[src/rtl/uart_pkg.sv]
// Shared UART definitions: FSM state encoding and framing/divisor constants.
// Used by the receive sequencer and the baud counter it shares with the transmitter.
package uart_pkg;

    typedef enum logic [2:0] {
        IDLE,
        START,
        DATA,
        PARITY,
        STOP
    } uartState_t;

    localparam int DATA_BITS   = 8;
    localparam int DEFAULT_DIV = 868;
    localparam int MIN_DIV     = 4;

endpackage

[src/rtl/uart_rx_ctrl_if.sv]
// Byte handshake between the UART receiver (master) and its consumer (slave).
interface uart_rx_ctrl_if;
    import uart_pkg::*;

    logic [DATA_BITS-1:0] data_out;
    logic                 data_valid;
    logic                 data_ready;

    modport master (output data_out, output data_valid, input data_ready);
    modport slave  (input data_out, input data_valid, output data_ready);

endinterface

[src/rtl/uart_baud_cnt.sv]
// Baud tick generator: counts clocks since the last clear and flags the
// half-bit and full-bit points for a clocks-per-bit divisor.
module uart_baud_cnt #(
    parameter int DIV_W = 16
) (
    input  logic             clk,
    input  logic             rst,
    input  logic             clr,
    input  logic [DIV_W-1:0] div,
    output logic             bitPt,
    output logic             halfPt
);

    logic [DIV_W-1:0] cnt;

    always_ff @(posedge clk or posedge rst) begin
        if (rst)
            cnt <= '0;
        else if (clr)
            cnt <= '0;
        else
            cnt <= cnt + DIV_W'(1);
    end

    assign bitPt  = (cnt == div - DIV_W'(1));
    assign halfPt = (cnt == (div >> 1) - DIV_W'(1));

endmodule

[src/rtl/uart_rx_ctrl.sv]
// UART receive sequencer: synchronises rx, samples each bit at mid-point, checks
// framing and hands bytes to a valid/ready consumer. UART_RX_PARITY_EN adds even parity.
module uart_rx_ctrl
    import uart_pkg::*;
#(
    parameter int DIV_W       = 16,
    parameter int DEFAULT_DIV = uart_pkg::DEFAULT_DIV
) (
    input  logic              clk,
    input  logic              rst,
    input  logic              rx,
    input  logic              cfg_we,
    input  logic [DIV_W-1:0]  cfg_div,
    uart_rx_ctrl_if.master    bus,
    output logic              busy,
    output logic              frame_err,
    output logic              overrun_err,
    output logic              parity_err
);

    localparam int IDX_W = $clog2(DATA_BITS);
    localparam logic [IDX_W-1:0] IDX_LAST = IDX_W'(DATA_BITS - 1);

    logic                 rxMeta;
    logic                 rxS;
    uartState_t           state;
    logic [DIV_W-1:0]     div;
    logic                 armed;
    logic [IDX_W-1:0]     idx;
    logic [DATA_BITS-1:0] shiftReg;
    logic [DATA_BITS-1:0] dataOut;
    logic                 dataValid;
    logic                 bitPt;
    logic                 halfPt;
    logic                 cntClr;
`ifdef UART_RX_PARITY_EN
    logic                 parityBit;
    logic                 parityErr;
`endif

    // NOTE: non-blocking assignments let rxS read the old rxMeta, forming two real flops.
    always_ff @(posedge clk or posedge rst) begin
        if (rst) begin
            rxMeta <= 1'b1;
            rxS    <= 1'b1;
        end else begin
            rxMeta <= rx;
            rxS    <= rxMeta;
        end
    end

    // NOTE: the default arm assigns cntClr on every path, so no latch is inferred.
    always_comb begin
        case (state)
            START:              cntClr = halfPt;
            DATA, PARITY, STOP: cntClr = bitPt;
            default:            cntClr = 1'b1;
        endcase
    end

    uart_baud_cnt #(.DIV_W(DIV_W)) baudCnt (
        .clk    (clk),
        .rst    (rst),
        .clr    (cntClr),
        .div    (div),
        .bitPt  (bitPt),
        .halfPt (halfPt)
    );

    always_ff @(posedge clk or posedge rst) begin
        if (rst) begin
            state       <= IDLE;
            div         <= DIV_W'(DEFAULT_DIV);
            armed       <= 1'b0;
            idx         <= '0;
            shiftReg    <= '0;
            dataOut     <= '0;
            dataValid   <= 1'b0;
            frame_err   <= 1'b0;
            overrun_err <= 1'b0;
`ifdef UART_RX_PARITY_EN
            parityBit   <= 1'b0;
            parityErr   <= 1'b0;
`endif
        end else begin
            frame_err   <= 1'b0;
            overrun_err <= 1'b0;
`ifdef UART_RX_PARITY_EN
            parityErr   <= 1'b0;
`endif
            if (dataValid && bus.data_ready)
                dataValid <= 1'b0;

            case (state)
                IDLE: begin
                    if (cfg_we)
                        div <= (cfg_div < DIV_W'(MIN_DIV)) ? DIV_W'(MIN_DIV) : cfg_div;
                    // A stuck-low line must be released high before the next start is taken.
                    if (rxS)
                        armed <= 1'b1;
                    else if (armed) begin
                        armed <= 1'b0;
                        state <= START;
                    end
                end
                START: begin
                    if (halfPt) begin
                        if (rxS)
                            state <= IDLE;
                        else begin
                            idx   <= '0;
                            state <= DATA;
                        end
                    end
                end
                DATA: begin
                    if (bitPt) begin
                        shiftReg <= {rxS, shiftReg[DATA_BITS-1:1]};
                        idx      <= idx + IDX_W'(1);
                        if (idx == IDX_LAST) begin
`ifdef UART_RX_PARITY_EN
                            state <= PARITY;
`else
                            state <= STOP;
`endif
                        end
                    end
                end
`ifdef UART_RX_PARITY_EN
                PARITY: begin
                    if (bitPt) begin
                        parityBit <= rxS;
                        state     <= STOP;
                    end
                end
`endif
                STOP: begin
                    if (bitPt) begin
                        state <= IDLE;
                        if (!rxS)
                            frame_err <= 1'b1;
`ifdef UART_RX_PARITY_EN
                        else if (^{shiftReg, parityBit})
                            parityErr <= 1'b1;
`endif
                        else if (!dataValid || bus.data_ready) begin
                            dataOut   <= shiftReg;
                            dataValid <= 1'b1;
                        end else
                            overrun_err <= 1'b1;
                    end
                end
                default: state <= IDLE;
            endcase
        end
    end

    assign busy           = (state != IDLE);
    assign bus.data_out   = dataOut;
    assign bus.data_valid = dataValid;
`ifdef UART_RX_PARITY_EN
    assign parity_err     = parityErr;
`else
    assign parity_err     = 1'b0;
`endif

endmodule

[src/flat_wrapper.sv]
// flat-port wrapper written by rule: the top's interface ports become plain ports
module uart_rx_ctrl_flat import uart_pkg::*;
#(
    parameter int DIV_W       = 16,
    parameter int DEFAULT_DIV = uart_pkg::DEFAULT_DIV
)
  (clk, rst, rx, cfg_we, cfg_div, busy, frame_err, overrun_err, parity_err, bus_data_out, bus_data_valid, bus_data_ready);
  uart_rx_ctrl_if bus_i ();
  input  logic clk;
  input  logic rst;
  input  logic rx;
  input  logic cfg_we;
  input  logic [DIV_W-1:0] cfg_div;
  output logic busy;
  output logic frame_err;
  output logic overrun_err;
  output logic parity_err;
  output wire logic [$bits(bus_i.data_out)-1:0] bus_data_out;
  output wire logic [$bits(bus_i.data_valid)-1:0] bus_data_valid;
  input wire logic [$bits(bus_i.data_ready)-1:0] bus_data_ready;
  assign bus_data_out = bus_i.data_out;
  assign bus_data_valid = bus_i.data_valid;
  assign bus_i.data_ready = bus_data_ready;
  uart_rx_ctrl #(.DIV_W(DIV_W), .DEFAULT_DIV(DEFAULT_DIV)) u_core (.clk(clk), .rst(rst), .rx(rx), .cfg_we(cfg_we), .cfg_div(cfg_div), .bus(bus_i), .busy(busy), .frame_err(frame_err), .overrun_err(overrun_err), .parity_err(parity_err));
endmodule
[config.mk]
export PLATFORM = sky130hd
export DESIGN_NAME = uart_rx_ctrl_flat
export DESIGN_NICKNAME = d
export VERILOG_FILES = /design/src/rtl/uart_pkg.sv /design/src/rtl/uart_rx_ctrl_if.sv /design/src/rtl/uart_baud_cnt.sv /design/src/rtl/uart_rx_ctrl.sv /design/src/flat_wrapper.sv
export SDC_FILE = /design/constraint.sdc
export NUM_CORES = 1
export LEC_CHECK = 0
export ABC_AREA = 1
export CAP_MARGIN = 20
export CELL_PAD_IN_SITES_DETAIL_PLACEMENT = 1
export CELL_PAD_IN_SITES_GLOBAL_PLACEMENT = 2
export CORE_UTILIZATION = 36
export DETAILED_ROUTE_END_ITERATION = 10
export HOLD_SLACK_MARGIN = 0.03
export PLACE_DENSITY = 0.89
export SETUP_SLACK_MARGIN = 0.05
export SLEW_MARGIN = 20
export SYNTH_ARGS = -nofsm -noshare
export SYNTH_HDL_FRONTEND = slang
export SYNTH_SLANG_ARGS = --single-unit
[constraint.sdc]
create_clock -name clk -period 5.3 [get_ports clk]
set_input_delay 1.06 -clock clk [delete_from_list [all_inputs] [get_ports clk]]
set_output_delay 1.06 -clock clk [all_outputs]
set_load 0.1 [all_outputs]
Word-level counts from Yosys, hierarchy flattened
Index checks and enable logic that the tools add are counted.
Word-level totals
  bits in latches: 0
  word-level logic and storage cells: 71
  output and inout port bits: 13
  bits in read-only memories: 0
  bits in registers: 60
  bits in writable memories: 0
  input bits: 21
  memories: 0
Cells by class
  reduce and logical (&&, ||, !) cells: 12
  magnitude comparators: 1
  muxes and demuxes: 28
  add/sub/neg operators: 4
  shifts and indexed selects: 0
  bitwise gates (word level): 0
  equality and inequality tests: 14
  divide/modulo/power cells: 0
  multiply operators: 0
Operators by type and width (count)
  $eq 16x16->1: 2
  $mux 16: 2
  $mux 3: 9
  $add 16x1->16 const B: 1
  $lt 16x3->1 const B: 1
  $sub 15x1->16 const B: 1
  $sub 16x1->16 const B: 1
  $mux 1: 13
  $pmux 3 s4: 1
  $ne 2x1->1 const B: 5
  $reduce_and 4->1: 2
  $eq 3x2->1 const B: 2
  $eq 3x3->1 const B: 2
  $pmux 3 s2: 1
  $reduce_and 6->1: 1
  $ne 2x2->1 const B: 2
  $reduce_and 2->1: 2
  $add 3x1->3 const B: 1
  $eq 3x1->1 const B: 1
  $logic_not 3->1: 1
  $reduce_bool 3->1: 1
  $reduce_or 3->1: 1
  $mux 2: 1
  $pmux 1 s2: 1
  4 further kinds: 4

Logic depth before layout (Yosys ltp)
  depth in word-level cells: 6
  depth in mapped cells: 16

Cells and area by module
From an unflattened synthesis, not the netlist that was laid out.
Second synthesis, totals
  cell total of the unflattened synthesis: 527
  area total of the unflattened synthesis: 3831.2 µm²
By module, submodules not included
  uart_rx_ctrl: seq. area each 1109.8 µm², times used 1, cells each 214, area an instance 1923.1 µm²
  uart_baud_cnt: seq. area each 400.4 µm², times used 1, cells each 313, area an instance 1908.1 µm²

Worst setup path before layout
OpenSTA, ideal clock, no wires.
  path type: flip-flop to flip-flop
  from: register u_core.div[2]
  to: register u_core.dataOut[0] (netlist: u_core.bus.data_out[0])
  setup time: 0.122 ns
  cell stages (with the launch flop): 13
  path buffers: 0
  arrival time: 2.206 ns
  slack: 2.972 ns
  cell sequence: dfstp_2 -> inv_1 -> ha_1 -> nand2_2 -> o21ai_1 -> nand2_4 -> nand2_2 -> nor2_2 -> nand4_2 -> nor3_4 -> nand3_4 -> nand2_1 -> nand2_1
On the way
  word-level cells in the longest chain between the ends: 3
Ends and longest elaborated chain
  start: declaration: line uart_rx_ctrl.sv:27  | logic [DIV_W-1:0] div;
  start signal: assignment: line uart_rx_ctrl.sv:73  | div <= DIV_W'(DEFAULT_DIV);
  start signal: assignment: line uart_rx_ctrl.sv:97  | div <= (cfg_div < DIV_W'(MIN_DIV)) ? DIV_W'(MIN_DIV) : cfg_div;
  $sub 16x1->16: line uart_baud_cnt.sv:25  | assign bitPt = (cnt == div - DIV_W'(1));
  $eq 16x16->1: line uart_baud_cnt.sv:25
  $reduce_and 4->1 (no line)
  end signal: assignment: line uart_rx_ctrl.sv:147  | dataOut <= shiftReg;
  end: declaration: line uart_rx_ctrl.sv:31  | logic [DATA_BITS-1:0] dataOut;
Every way passes these cells.
A chain may end at the register's enable or synchronous reset.

Final worst setup path
  from: register u_core.state[1]
  to: output busy
On the way
  word-level cells in the longest chain between the ends: 1
Ends and longest elaborated chain
  start: declaration: line uart_rx_ctrl.sv:26  | uartState_t state;
  start signal: assignment: line uart_rx_ctrl.sv:72  | state <= IDLE;
  start signal: assignment: line uart_rx_ctrl.sv:103  | state <= START;
  start signal: assignment: line uart_rx_ctrl.sv:109  | state <= IDLE;
  $reduce_bool 3->1: line uart_rx_ctrl.sv:158  | assign busy = (state != IDLE);
  end: declaration: line flat_wrapper.sv:14  | output logic busy;
Every way passes these cells.

==> impl_metrics.yaml <==
global_route:
  grt_pass1_wl_um: 20700
  track_usage_pct: 23.0
  grt_max_degree: 61
  grt-ovfl-total: 0
  grt_pass1_vias: 4065
  antenna_found_initial: 0
worst_hold_path:
  min_path_cells: 0
  hold_path.class: "reg2reg"
worst_setup_path:
  arrival_ns: 2.09
  r2r_setup_slack_ns: 2.47
  critPathLaunch: "u_core.state[1]$_DFFE_PP0P_"
  reg2reg_from: "u_core.div[1]$_DFFE_PP0P_"
  crit_path_max_fanout: 4
  endpoint: "busy"
  r2r_end: "u_core.baudCnt.cnt[1]$_DFF_PP0_"
  crit_path_end_kind: "output pin"
  criticalPathCategory: "reg2out"
  crit_path_start_kind: "flop"
  reg2reg_depth: 11
  critical_path_required_ns: 4.24
yosys:
  yosysUniqueCellTypes: 39
  synth-seq-area-share_pct: 36.3
  synth-edff-count: 0
  syn_area_per_cell_um2: 7.13
  synth-seq-cells: 60
  syn_inst: 583
  synthArstFlopShare_pct: 100
  yosys_warnings: 0
  syn_nets: 609
  synth.cell_area_um2: 4160
  ys.flop_type: "dfrtp_1"
timing:
  whs_ns: 0.358
  worst_slew_pin_slew_ns: 0.992
  fin_crit_ns: 3.15
  maxSlewHeadroom_pct: 33.7
  setup_ws_ns: 2.15
  fin_tns_setup_ns: 0
  finalSetupViolations: 0
  period_share_pct: 59.4
  fmax_ghz: 0.318
  report.final.hold_viol_count: 0
  rsz0062_at_grt: "false"
  slew_viol_final: 0
  fin_skew_ns: 0.00470
route:
  route.antenna.remaining_nets: 0
  routed_wl_um: 12400
  drt-pass1-iter-count: 4
  drc: 0
  avgViaCountPerCell: 5.17
  wl_per_cell_um: 16.4
  dr.first_iter.drc_count: 168
  dr_total_vias: 3902
floorplan:
  die_w_um: 109
  num_rows: 38
  start_util_pct: 37.7
  dieArea_um2: 12000
  ioPinCount: 34
  core_um2: 11000
  die_h_um: 109
power_and_ir_drop:
  leakage_nw: 2.44
  vdd_drop_max_v: 0.000363
  finalPower_mw: 2.53
  p_per_area_nw_per_um2: 520
clock_network:
  cts_buffers: 9
  cts_sinks: 60
  post_cts.repair.setup_buffers: 0
  cts_root_buffer: "clkbuf_16"
  clk-insertion-delay-late_ns: 0.33
  htreeDepth: 3
  clk_pin_slew_ns: 0.05
  ctsResizeCount: 0
  cts_hold_buf: 0
  cts_tree: "yes"
  clock_path_buffers: 2
finish:
  final_common_cell: "nand2_1"
  syn_to_final_growth_pct: 17.2
  antenna_cells: 0
  nets: 636
  nFillCells: 1426
  layout_common_cells: "nand2_1, inv_1, nor2_1, dfrtp_1, nand3_1"
  drive_gt1_share_pct: 10.4
placed_design:
  place_congestion: 0.885
  dpl.hpwl_um: 9650
  pre_cts_ws_ns: 2.43
  numPortBuffers: 32
run_status:
  status: "finished clean"
run:
  maxCapViolCount: 0
-- area by class of cell --
type	instances	area [um^2]	area share, %
multi-input combinational	438	2310	47.4
sequential	60	1510	31.0
timing repair buffer	34	335	6.88
inverter	67	251	5.16
clock buffer	10	229	4.70
tap	140	175	3.60
clock inverter	6	63.8	1.31
-- stage by stage --
stage / cell area [um^2] / utilization [%] / cells
after floorplan: 4160 / - / 583
after global placement: 4580 / 41.5 / 739
after detailed placement: 4580 / 41.5 / 739
after CTS: 4870 / 44.2 / 755
after global routing: 4870 / 44.2 / 755
final: 4870 / 44.2 / 755
-- logic make-up (layout without fill, tap and decap cells) --
| logic type | Yosys count | after routing | share of synthesized area [%] |
|---|---|---|---|
| and+or+nand+nor | 345 | 345 | 39.1 |
| buffers and inverters | 85 | 117 | 8.16 |
| DFF | 60 | 60 | 36.3 |
| AOI/OAI and AO/OA | 51 | 51 | 6.86 |
| xor gates and xnor gates | 36 | 36 | 7.92 |
| adders and majority gates | 5 | 5 | 1.51 |
| other | 1 | 1 | 0.0902 |
-- power by group --
| group | internal [mW] | total [mW] | switching [mW] |
|---|---|---|---|
| sequential | 0.562 | 0.758 | 0.196 |
| combinational | 0.384 | 1.19 | 0.807 |
| clock | 0.364 | 0.585 | 0.221 |
| total | 1.31 | 2.53 | 1.22 |
-- routing by layer --
metal	global-route usage [%]	routed length [um]
met1	32.8	6120
met2	36.2	5570
met3	2.79	546
met5	0	0
met4	7.62	161
-- synthesized netlist by cell type, drive strengths merged (2+ instances only) --
master	count	area [um^2]
ha	5	62.6
nand2	198	801
buf	9	53.8
xor2	24	210
nand3	53	288
and2	2	12.5
o21ai	26	130
inv	67	251
dfrtp	53	1330
nor4	2	12.5
nor3	4	31.3
dfstp	7	184
a21oi	21	124
nand4	18	119
xnor2	11	96.3
nor2	67	355
clkbuf	9	33.8
-- sequential cells by signal, summed over array words and instances, names as in the netlist, 3 cells and up --
| name | count |
|---|---|
| u_core.baudCnt.cnt | 16 |
| u_core.div | 16 |
| u_core.bus.data_out | 8 |
| u_core.shiftReg | 8 |
| u_core.idx | 3 |
| u_core.state | 3 |
-- worst min path at each step --
stage	to	slack, ns	start
6_report	u_core.rxS$_DFF_PP1_	0.36	u_core.rxMeta$_DFF_PP1_
3_3_place_gp	u_core.rxS$_DFF_PP1_	0.35	u_core.rxMeta$_DFF_PP1_
3_5_place_dp	u_core.rxS$_DFF_PP1_	0.35	u_core.rxMeta$_DFF_PP1_
4_1_cts	u_core.rxS$_DFF_PP1_	0.36	u_core.rxMeta$_DFF_PP1_
2_1_floorplan	u_core.rxS$_DFF_PP1_	0.35	u_core.rxMeta$_DFF_PP1_
5_1_grt	u_core.rxS$_DFF_PP1_	0.36	u_core.rxMeta$_DFF_PP1_
-- critical path, cell delays in order, from the launching register on --
cell	delay (ns)
dfrtp_1	0.39
nor2_1	0.08
nand2_1	0.14
clkdlybuf4s50_1	1.16
Note: power is estimated with default switching activity, not from simulation.
